--- src/rtl/nn_fetch_pkg.sv ---
// Shared types and helpers for the neural-network SDRAM fetch engine.
package nn_fetch_pkg;

  typedef enum logic [1:0] {
    IDLE  = 2'd0,
    ISSUE = 2'd1,
    DRAIN = 2'd2,
    DONE  = 2'd3
  } fetch_state_t;

  typedef enum logic {
    TGT_IMAGE = 1'b0,
    TGT_COEFF = 1'b1
  } target_t;

  // Number of bus words needed to cover one region of a layer.
  function automatic int words_per_region(input int region_bytes, input int data_bytes);
    return region_bytes / data_bytes;
  endfunction

endpackage

--- src/rtl/nn_read_tracker.sv ---
// Tracks reads issued, reads in flight and responses received for one fetch,
// and flags when another read may be issued and when every word is back.
module nn_read_tracker #(
  parameter int CNT_W           = 10,
  parameter int IDX_W           = 9,
  parameter int OUT_W           = 3,
  parameter int MAX_OUTSTANDING = 4
) (
  input  logic             clock,
  input  logic             reset_n,
  input  logic             clear,
  input  logic             active,
  input  logic             rd_accept,
  input  logic             rsp_valid,
  input  logic [CNT_W-1:0] words,
  output logic [CNT_W-1:0] issued,
  output logic [IDX_W-1:0] received_idx,
  output logic             issue_en,
  output logic             last_issue,
  output logic             rsp_accept,
  output logic             all_received
);

  logic [CNT_W-1:0] received;
  logic [OUT_W-1:0] outstanding;

  // A response only counts while a fetch is running and a read is really in
  // flight; anything else is a stray strobe and must not underflow the count.
  always_comb begin
    rsp_accept   = active && rsp_valid && (outstanding != '0);
    issue_en     = (issued < words) && (outstanding < OUT_W'(MAX_OUTSTANDING));
    last_issue   = rd_accept && (issued == (words - CNT_W'(1)));
    all_received = (received == words);
    received_idx = received[IDX_W-1:0];
  end

  // Counter state; cleared at the start of every fetch.
  always_ff @(posedge clock or negedge reset_n) begin
    if (!reset_n) begin
      issued      <= '0;
      received    <= '0;
      outstanding <= '0;
    end else if (clear) begin
      issued      <= '0;
      received    <= '0;
      outstanding <= '0;
    end else begin
      if (rd_accept) issued <= issued + CNT_W'(1);
      if (rsp_accept) received <= received + CNT_W'(1);
      case ({rd_accept, rsp_accept})
        2'b10:   outstanding <= outstanding + OUT_W'(1);
        2'b01:   outstanding <= outstanding - OUT_W'(1);
        default: outstanding <= outstanding;
      endcase
    end
  end

endmodule

--- src/rtl/nn_fetch_engine.sv ---
// Loads one layer's image or coefficient region from SDRAM over pipelined
// Avalon-MM reads and streams the words into the local buffer write port.
module nn_fetch_engine
  import nn_fetch_pkg::*;
#(
  parameter int                ADDR_W          = 32,
  parameter int                DATA_BYTES      = 4,
  parameter int                IMSIZE          = 64,
  parameter int                CSIZE           = 2048,
  parameter int                LBITS           = 2,
  parameter logic [ADDR_W-1:0] IMG_BASE        = 32'h0000_0000,
  parameter logic [ADDR_W-1:0] COEFF_BASE      = 32'h0001_0000,
  parameter logic [ADDR_W-1:0] LAYER_STRIDE    = 32'h0000_0800,
  parameter int                MAX_OUTSTANDING = 4
) (
  input  logic                                 clock,
  input  logic                                 reset_n,
  input  logic                                 get_image,
  input  logic                                 get_coeffs,
  input  logic [LBITS-1:0]                     layer,
  output logic                                 busy,
  output logic                                 done,
  output logic [ADDR_W-1:0]                    avm_address,
  output logic                                 avm_read,
  input  logic                                 avm_waitrequest,
  input  logic [8*DATA_BYTES-1:0]              avm_readdata,
  input  logic                                 avm_readdatavalid,
  output logic                                 wr_en,
  output logic                                 wr_target,
  output logic [$clog2(CSIZE/DATA_BYTES)-1:0]  wr_addr,
  output logic [8*DATA_BYTES-1:0]              wr_data
);

  localparam int IMG_WORDS   = words_per_region(IMSIZE, DATA_BYTES);
  localparam int COEFF_WORDS = words_per_region(CSIZE, DATA_BYTES);
  localparam int IDX_W       = $clog2(COEFF_WORDS);
  localparam int CNT_W       = IDX_W + 1;
  localparam int OUT_W       = $clog2(MAX_OUTSTANDING + 1);
  localparam int DW          = 8 * DATA_BYTES;
  localparam int BYTE_SH     = $clog2(DATA_BYTES);

  fetch_state_t      state_q, state_d;
  target_t           tgt_q;
  logic [ADDR_W-1:0] start_q;
  logic [CNT_W-1:0]  words_q;

  logic              accept;
  target_t           req_tgt;
  logic [ADDR_W-1:0] req_start;
  logic [CNT_W-1:0]  req_words;
  logic              active;
  logic              rd_accept;

  logic [CNT_W-1:0]  issued;
  logic [IDX_W-1:0]  received_idx;
  logic              issue_en;
  logic              last_issue;
  logic              rsp_accept;
  logic              all_received;

  logic              vld_p1;
  target_t           tgt_p1;
  logic [IDX_W-1:0]  addr_p1;
  logic [DW-1:0]     data_p1;

  // Request decode; coefficients win when both requests arrive together.
  always_comb begin
    accept    = (state_q == IDLE) && (get_image || get_coeffs);
    req_tgt   = get_coeffs ? TGT_COEFF : TGT_IMAGE;
    req_start = (get_coeffs ? COEFF_BASE : IMG_BASE) + (ADDR_W'(layer) * LAYER_STRIDE);
    req_words = get_coeffs ? CNT_W'(COEFF_WORDS) : CNT_W'(IMG_WORDS);
    active    = (state_q == ISSUE) || (state_q == DRAIN);
    rd_accept = avm_read && !avm_waitrequest;
  end

  // FSM state register.
  always_ff @(posedge clock or negedge reset_n) begin
    if (!reset_n) state_q <= IDLE;
    else          state_q <= state_d;
  end

  // Next state and state-derived bus/status outputs. Address and read only
  // depend on registered state, so they stay put while the slave stalls.
  always_comb begin
    state_d     = state_q;
    busy        = 1'b0;
    done        = 1'b0;
    avm_read    = 1'b0;
    avm_address = '0;
    case (state_q)
      IDLE: begin
        if (accept) state_d = ISSUE;
      end
      ISSUE: begin
        busy        = 1'b1;
        avm_read    = issue_en;
        avm_address = start_q + (ADDR_W'(issued) << BYTE_SH);
        if (last_issue) state_d = DRAIN;
      end
      DRAIN: begin
        busy = 1'b1;
        if (all_received) state_d = DONE;
      end
      DONE: begin
        busy    = 1'b1;
        done    = 1'b1;
        state_d = IDLE;
      end
      default: state_d = IDLE;
    endcase
  end

  // Fetch descriptor captured when a request is accepted.
  always_ff @(posedge clock or negedge reset_n) begin
    if (!reset_n) begin
      tgt_q   <= TGT_IMAGE;
      start_q <= '0;
      words_q <= '0;
    end else if (accept) begin
      tgt_q   <= req_tgt;
      start_q <= req_start;
      words_q <= req_words;
    end
  end

  nn_read_tracker #(
    .CNT_W          (CNT_W),
    .IDX_W          (IDX_W),
    .OUT_W          (OUT_W),
    .MAX_OUTSTANDING(MAX_OUTSTANDING)
  ) u_tracker (
    .clock       (clock),
    .reset_n     (reset_n),
    .clear       (accept),
    .active      (active),
    .rd_accept   (rd_accept),
    .rsp_valid   (avm_readdatavalid),
    .words       (words_q),
    .issued      (issued),
    .received_idx(received_idx),
    .issue_en    (issue_en),
    .last_issue  (last_issue),
    .rsp_accept  (rsp_accept),
    .all_received(all_received)
  );

  // ---- stage p1: registered response becomes a buffer write ----
  // Write strobe is control and is cleared by reset.
  always_ff @(posedge clock or negedge reset_n) begin
    if (!reset_n) vld_p1 <= 1'b0;
    else          vld_p1 <= rsp_accept;
  end

  // Write payload; only meaningful while vld_p1 is set.
  always_ff @(posedge clock) begin
    if (rsp_accept) begin
      tgt_p1  <= tgt_q;
      addr_p1 <= received_idx;
      data_p1 <= avm_readdata;
    end
  end

  // Payload is masked when idle so the port reads zero out of reset.
  always_comb begin
    wr_en     = vld_p1;
    wr_target = vld_p1 && (tgt_p1 == TGT_COEFF);
    wr_addr   = vld_p1 ? addr_p1 : '0;
    wr_data   = vld_p1 ? data_p1 : '0;
  end

endmodule

--- config.mk ---
export PLATFORM = sky130hd
export DESIGN_NAME = nn_fetch_engine
export DESIGN_NICKNAME = d
export VERILOG_FILES = /design/src/rtl/nn_fetch_pkg.sv /design/src/rtl/nn_read_tracker.sv /design/src/rtl/nn_fetch_engine.sv
export SDC_FILE = /design/constraint.sdc
export NUM_CORES = 1
export LEC_CHECK = 0
export CAP_MARGIN = 20
export CORE_MARGIN = 1
export CORE_UTILIZATION = 49
export DETAILED_ROUTE_END_ITERATION = 12
export GPL_TIMING_DRIVEN = 0
export PLACE_DENSITY = 0.93
export SYNTH_ARGS = -nofsm -noshare
export SYNTH_HDL_FRONTEND = slang
export SYNTH_SLANG_ARGS = --single-unit
--- constraint.sdc ---
create_clock -name clock -period 8 [get_ports clock]
set_input_delay 1.6 -clock clock [delete_from_list [all_inputs] [get_ports clock]]
set_output_delay 1.6 -clock clock [all_outputs]
set_load 0.01 [all_outputs]
==> impl_results.md, run 1 <==
- Placed wire-length estimate: just under 6000 um
- Placer Congestion: 0.859
- Chip width: 86.5 um
- Via count of the first global-routing pass: 2,595
- Fillers: a little under 500
- Setup Skew: 11.8 ps
- Vias per cell: slightly below 5
- Required @ worst endpoint: 6400 ps
- Clock sinks: 72
- RSZ-0062 raised after global routing: false
- Fin. Hold Viols: 0
- Top sig layer: met4
- Fin nets: 488
- Max VDD drop: 0.000167 V
- Chip height: 86.5 um
- Wl on met1: 3020 um
- Area delta synth->final: 40.2%
- Clk buf depth: 2
- Worst Setup SP: state_q[1]$_DFFE_PN0P_
- Depth of the CTS H-tree: 3
- First-pass GRT wire length: approximately 13,000 um
- Via count: 2,660
- Final Util: 0.718
- Run status: completed
- Final setup violation count: 0
- Cell count after synthesis: 308
- Post-synth EDFFs: 42
- # Max-Cap Violations: 0
- Synthesis-stage register bit count: 72
- Synthesized area per cell: around 11 sq um
- Post-synth cell types: 42
- Worst EP arrival: 2690 ps
- TritonCTS buffer count: 9
- Initial antenna violation count: 0
- Root Buffer: clkbuf_8
- DRT Pass-1 Iters: 4
- Reg area: 2010 sq um
- Cell taking the most area after synthesis: edfxtp_1
- Setup TNS: 0 ps
- Initial Utilization: 0.512
- I/O Pins: between 100 and 150
- Hold-fix buffers, CTS: 0
- Sequential area share after synthesis: 0.575
- Setup CP Type: reg2out
- Iteration-0 DRC Markers: 118
- Worst slack, placed: 3680 ps
- Yosys warning total: 0
- Worst Setup End Kind: primary output
- Routed met2 length: 4110 um
- Slew @ Worst Pin: roughly 950 ps
- Tcrit/Tclk final: 0.536
- Commonest non-fill, non-tap cells in the layout: clkdlybuf4s50_1, and2_1, edfxtp_1
- Worst skew pair latency: 340 ps
- Largest net degree at the start of global routing: 52
- Post CTS Setup Buffer Count: 0
- DRC: 0
- FF-to-FF Start: u_tracker.outstanding[0]$_DFFE_PN0P_
- Most common cell after layout, fill and taps aside: clkdlybuf4s50_1
- Pwr dens: roughly 280 nW/um^2
- Synthesized cell area: 3500 sq um
- Leak pwr: 0.00199 uW
- Crit path launch type: flop
- Remaining antenna violation count: 0
- Fmax: 233 MHz
- Count of pins over their slew limit: 0
- Layout cells sized above 1: 0.0955
- Final WL: 7880 um
- ANT cells: 0
- Die area: 7480 sq um
- Core ar.: ~7000 sq um
- PortBufs: 97
- Hold path start: start_q[11]$_DFFE_PN0P_
- GRT Total Usage: 0.227
- PnR worst setup slack: around 3700 ps
- Routed WL per cell: 14.7 um
- Reg clk slew, reported paths: 80 ps
- Slew margin rel.: 0.355
- Row cnt: 30
- Hold crit path type: reg2reg
- Grt ovf: 0
- Worst-path fanout max: 10
- Synth top area cells: edfxtp_1, dfrtp_1, and2_1
- Top cell type's share of synthesized area: 0.360
- Top_reg_cell synth: edfxtp_1
- WL met3: roughly 600 um
- Footprint of the multi-input gates: 1320 sq um
- FFs w/ async S/R, synth: 0.417
- Final min period: 4290 ps
- # resized after CTS: 0
- CTS tree: done
Yosys cell counts (3+ instances only):
library cell / number
a21oi_1: 8
and2_1: 54
buf_4: 20
clkbuf_1: 8
dfrtp_1: 30
edfxtp_1: 42
ha_1: 12
inv_1: 9
nand2_1: 24
nand3_1: 3
nand4_1: 8
nor2_1: 16
nor3_1: 8
o211ai_1: 4
o21ai_0: 10
or3_1: 5
xnor2_1: 9
xor2_1: 6
power by group:
group | switching [uW] | leakage (uW) | internal (uW) | total [uW]
Combinational | 216 | 0.00111 | 248 | 465
Sequential | 72.1 | 0.000778 | 498 | 570
Clock | 141 | 0.000103 | 177 | 318
Total | 429 | 0.00199 | 924 | 1350
critical path, stage by stage, from the launching register on:
cell and delay [ps]:
dfrtp_1 430, inv_1 120, ha_1 150, buf_2 200, or4bb_1 410, o21a_1 190
buf_6 140, inv_1 130, clkdlybuf4s50_1 560
kinds of logic after synthesis:
group | synth area share
flops | 0.575
compound gates | 0.0561
buf+inv | 0.0683
xor+xnor | 0.0375
fa+ha+maj | 0.0486
simple gates | 0.213
other cells | 0.00107
through the flow:
stage                     instances  area (sq um)  hold WS, ps  power [uW]
after floorplan                 326          3570          452         813
after global placement          519          4660          471        1010
after detailed placement        520          4690          480        1040
after CTS                       536          4910          506        1360
after global routing            536          4910          540        1440
final                           536          4910          508        1350
worst paths after layout:
kind,endpoint,slack (ps),cells past startpoint
max in group asynchronous,u_tracker.received[8]$_DFFE_PN0P_,5840,2
min reg2reg,start_q[11]$_DFFE_PN0P_,510,2
min in group asynchronous,u_tracker.received[5]$_DFFE_PN0P_,1640,1
min,start_q[11]$_DFFE_PN0P_,510,2
max,avm_read,3710,8
max reg2reg,u_tracker.outstanding[0]$_DFFE_PN0P_,4730,5
state kept, by name, summed over array words and instances, names as in the netlist:
name	cells
words_q	1
wr_en	1
u_tracker.outstanding	3
state_q	2
start_q	3
u_tracker.issued	10
u_tracker.received	10
data_p1	32
addr_p1	9
tgt_p1	1
routing by layer:
layer,track usage,up-vias
li1,-,1277
met1,0.262,1251
met2,0.407,118
met3,0.0610,14
met4,0.0818,0
met5,0,-
area by class of cell:
cell class                 instances  share of cell area
clock inverter                     6              0.0189
multi-input combinational        213               0.268
sequential                        72               0.410
timing repair buffer              98               0.203
buffer                            31              0.0411
inverter                          10             0.00790
tap                               96              0.0245
clock buffer                      10              0.0260
(Power assumes the default switching activity.)
==> run 2: changes to the inputs <==
--- a/config.mk
+++ b/config.mk
@@ -7,10 +7,10 @@
 export LEC_CHECK = 0
 export CAP_MARGIN = 20
 export CORE_MARGIN = 1
-export CORE_UTILIZATION = 49
+export CORE_UTILIZATION = 46
 export DETAILED_ROUTE_END_ITERATION = 12
 export GPL_TIMING_DRIVEN = 0
-export PLACE_DENSITY = 0.93
+export PLACE_DENSITY = 0.89
 export SYNTH_ARGS = -nofsm -noshare
 export SYNTH_HDL_FRONTEND = slang
 export SYNTH_SLANG_ARGS = --single-unit
==> constraint.sdc (replaced) <==
create_clock -name clock -period 3.98 [get_ports clock]
set_input_delay 0.796 -clock clock [delete_from_list [all_inputs] [get_ports clock]]
set_output_delay 0.796 -clock clock [all_outputs]
set_load 0.01 [all_outputs]
==> run 2 against run 1 <==
Effect of this change:
- global-route usage down 4.4 points
- final area about the same
- combinational power up 98%
- clock skew down 3.1 ps
- non-clock buffer count unchanged
- critical path depth unchanged
- sequential cell count unchanged
- sequential power up 100%
- utilization down 4.5 points
- critical endpoint unchanged
- largest cell class unchanged
- largest power group unchanged
==> impl_results.md, run 2 (synthesis gave the netlist of run 1 again) <==
- Worst EP arrival: 2680 ps (about the same)
- GRT Total Usage: 0.184 (-0.0436)
- Leading registers by flop count: data_p1 (32), u_tracker.issued (10), u_tracker.received (10)
- Grt ovf: 0 (unchanged)
- Largest register FFs: 32 (unchanged)
- Total Power: 2700 uW (+99%)
- Root Buffer: clkbuf_8
- Count of pins over their slew limit: 0 (unchanged)
- Internal Pwr Total: 1860 uW (+100%)
- Worst Setup End Kind: primary output
- Final min period: roughly 3500 ps
- Slew @ Worst Pin: 888 ps (-65.0 ps)
- Area delta synth->final: 40.3% (about the same)
- Initial antenna violation count: 0 (unchanged)
- Combinational Power Share: 0.342 (about the same)
- Layout cells sized above 1: 0.0955 (unchanged)
- Placed Instances: 523 (+0.58%)
- Required @ worst endpoint: 3180 ps (-3220 ps)
- Run status: completed
- Hold crit path type: reg2reg
- DRC: 0 (unchanged)
- Max VDD drop: 0.000427 V (+160%)
- First-pass GRT wire length: 10,900 um (-14%)
- Most common cell after layout, fill and taps aside: clkdlybuf4s50_1
- I/O Pins: 118 (unchanged)
- Post CTS Setup Buffer Count: 0 (unchanged)
- Setup CP Type: reg2out
- FF-to-FF path depth: 5 (unchanged)
- Placer Congestion: 0.851 (-0.90%)
- Core ar.: 7290 sq um (+6.7%)
- Depth of the CTS H-tree: 3 (unchanged)
- # resized after CTS: 0 (unchanged)
- Hold-fix buffers, CTS: 0 (unchanged)
- Flop pwr share: 0.424 (+0.003)
- Final hold slack: 514 ps (+6.86 ps)
- Die area: 7960 sq um (+6.4%)
- Cell count along the critical path: 8 (unchanged)
- Clk buf depth: 2 (unchanged)
- Routed WL per cell: 13.5 um (-8.3%)
- Chip height: 89.2 um (+3.1%)
- Power share of the clock group: 0.234 (about the same)
- Leak pwr: 0.00199 uW (unchanged)
- Pwr dens: 550 nW/um^2 (+99%)
- Fmax: 288 MHz
- # Max-Cap Violations: 0 (unchanged)
- Chip width: 89.2 um (+3.1%)
- Worst stage delay on the critical path: 560 ps (about the same)
- Setup Skew: 8.75 ps (-3.06 ps)
- Kind of cell adding the most delay to the critical path: buffers and inverters
- Commonest non-fill, non-tap cells in the layout: clkdlybuf4s50_1, and2_1, edfxtp_1
- Via count of the first global-routing pass: 2,377 (-8.4%)
- Final WL: 7270 um (-7.8%)
- Reg clk slew, reported paths: 70 ps (about the same)
- Slew margin rel.: 0.399 (+0.0440)
- Worst-path fanout max: 10 (unchanged)
- Iteration-0 DRC Markers: 105 (-11%)
- Sw Share: 0.313 (-0.00458)
- Crit-path slowest cell: clkdlybuf4s50_1
- CTS tree: done
- Fin nets: 488 (unchanged)
- Sw power: 844 uW (+97%)
- Tcrit/Tclk final: 0.872
- Final setup violation count: 0 (unchanged)
- Row cnt: 31 (+3.3%)
- CP dominant cell by count: inv_1
- Fillers: 556 (+16%)
- Via count: 2,585 (-2.8%)
- Largest net degree at the start of global routing: 52 (unchanged)
- Worst skew pair latency: 350 ps (about the same)
- Finished Layout Cells: 539 (+0.56%)
- TritonCTS buffer count: 9 (unchanged)
- Hold depth: 2 (unchanged)
- PortBufs: 97 (unchanged)
- DRT Pass-1 Iters: 5 (+1)
- RSZ-0062 raised after global routing: false
- ANT cells: 0 (unchanged)
- Top reg by flops: data_p1
- Fin. Hold Viols: 0 (unchanged)
- Setup TNS: 0 ps (unchanged)
- WP buf/inv: 5 (unchanged)
- Placed wire-length estimate: 5490 um (-7.5%)
- Crit path launch type: flop
- Remaining antenna violation count: 0 (unchanged)
- CP cell instances: inv_1, ha_1, buf_2, or4bb_1, o21a_1, buf_6, inv_1, clkdlybuf4s50_1
- Vias per cell: 4.80 (-3.4%)
- Clock sinks: 72 (unchanged)
- Initial Utilization: 0.480 (-0.0323)
## run 2: cell counts in the layout (fill, tap and decap cells not counted)
Identical to the previous run, type by type.
## run 2: per-layer routing
metal	routed length, um	share of wire	vias to the layer above	GRT usage
li1	-	-	1276	-
met1	3070	0.42	1186	0.210
met5	0	0	-	0
met3	532	0.073	15	0.0425
met4	145	0.020	0	0.0851
met2	3520	0.48	108	0.327
## run 2: worst paths after layout
path	to	slack (ps)	start
max	avm_read	510	state_q[1]$_DFFE_PN0P_
min	start_q[11]$_DFFE_PN0P_	510	start_q[11]$_DFFE_PN0P_
max reg2reg	u_tracker.outstanding[0]$_DFFE_PN0P_	780	u_tracker.outstanding[1]$_DFFE_PN0P_
min reg2reg	start_q[11]$_DFFE_PN0P_	510	start_q[11]$_DFFE_PN0P_
max in group asynchronous	u_tracker.received[5]$_DFFE_PN0P_	2580	reset_n
min in group asynchronous	u_tracker.outstanding[1]$_DFFE_PN0P_	870	reset_n
## run 2: power by group through the flow
stage	logic [uW]	clock network (uW)	registers, uW
finish	922	631	1150
global route	1020	669	1170
CTS	932	645	1140
detailed placement	926	0	1160
global placement	892	0	1150
floorplan	517	0	1120
## run 2: area by class of cell
class	count	area, sq um	area share
flip-flops and latches	72	2010	0.410
multi-input cells	213	1320	0.268
repair buffers	98	998	0.203
plain buffers	31	201	0.0410
clock buffers	10	128	0.0260
well taps	99	124	0.0252
clock inverters	6	92.6	0.0189
inverters	10	38.8	0.00790
## run 2: worst min-delay path: stages (launching register included)
cell and delay (ps):
dfrtp_1 370, nand2_1 60, nand2_1 60
## run 2: metrics by stage
step / utilization / setup slack (ps) / cell area, sq um
global placement: 0.639 / -231 / 4660
floorplan: - / 862 / 3570
global route: 0.673 / 352 / 4910
finish: 0.673 / 508 / 4910
CTS: 0.673 / 498 / 4910
detailed placement: 0.643 / 509 / 4690
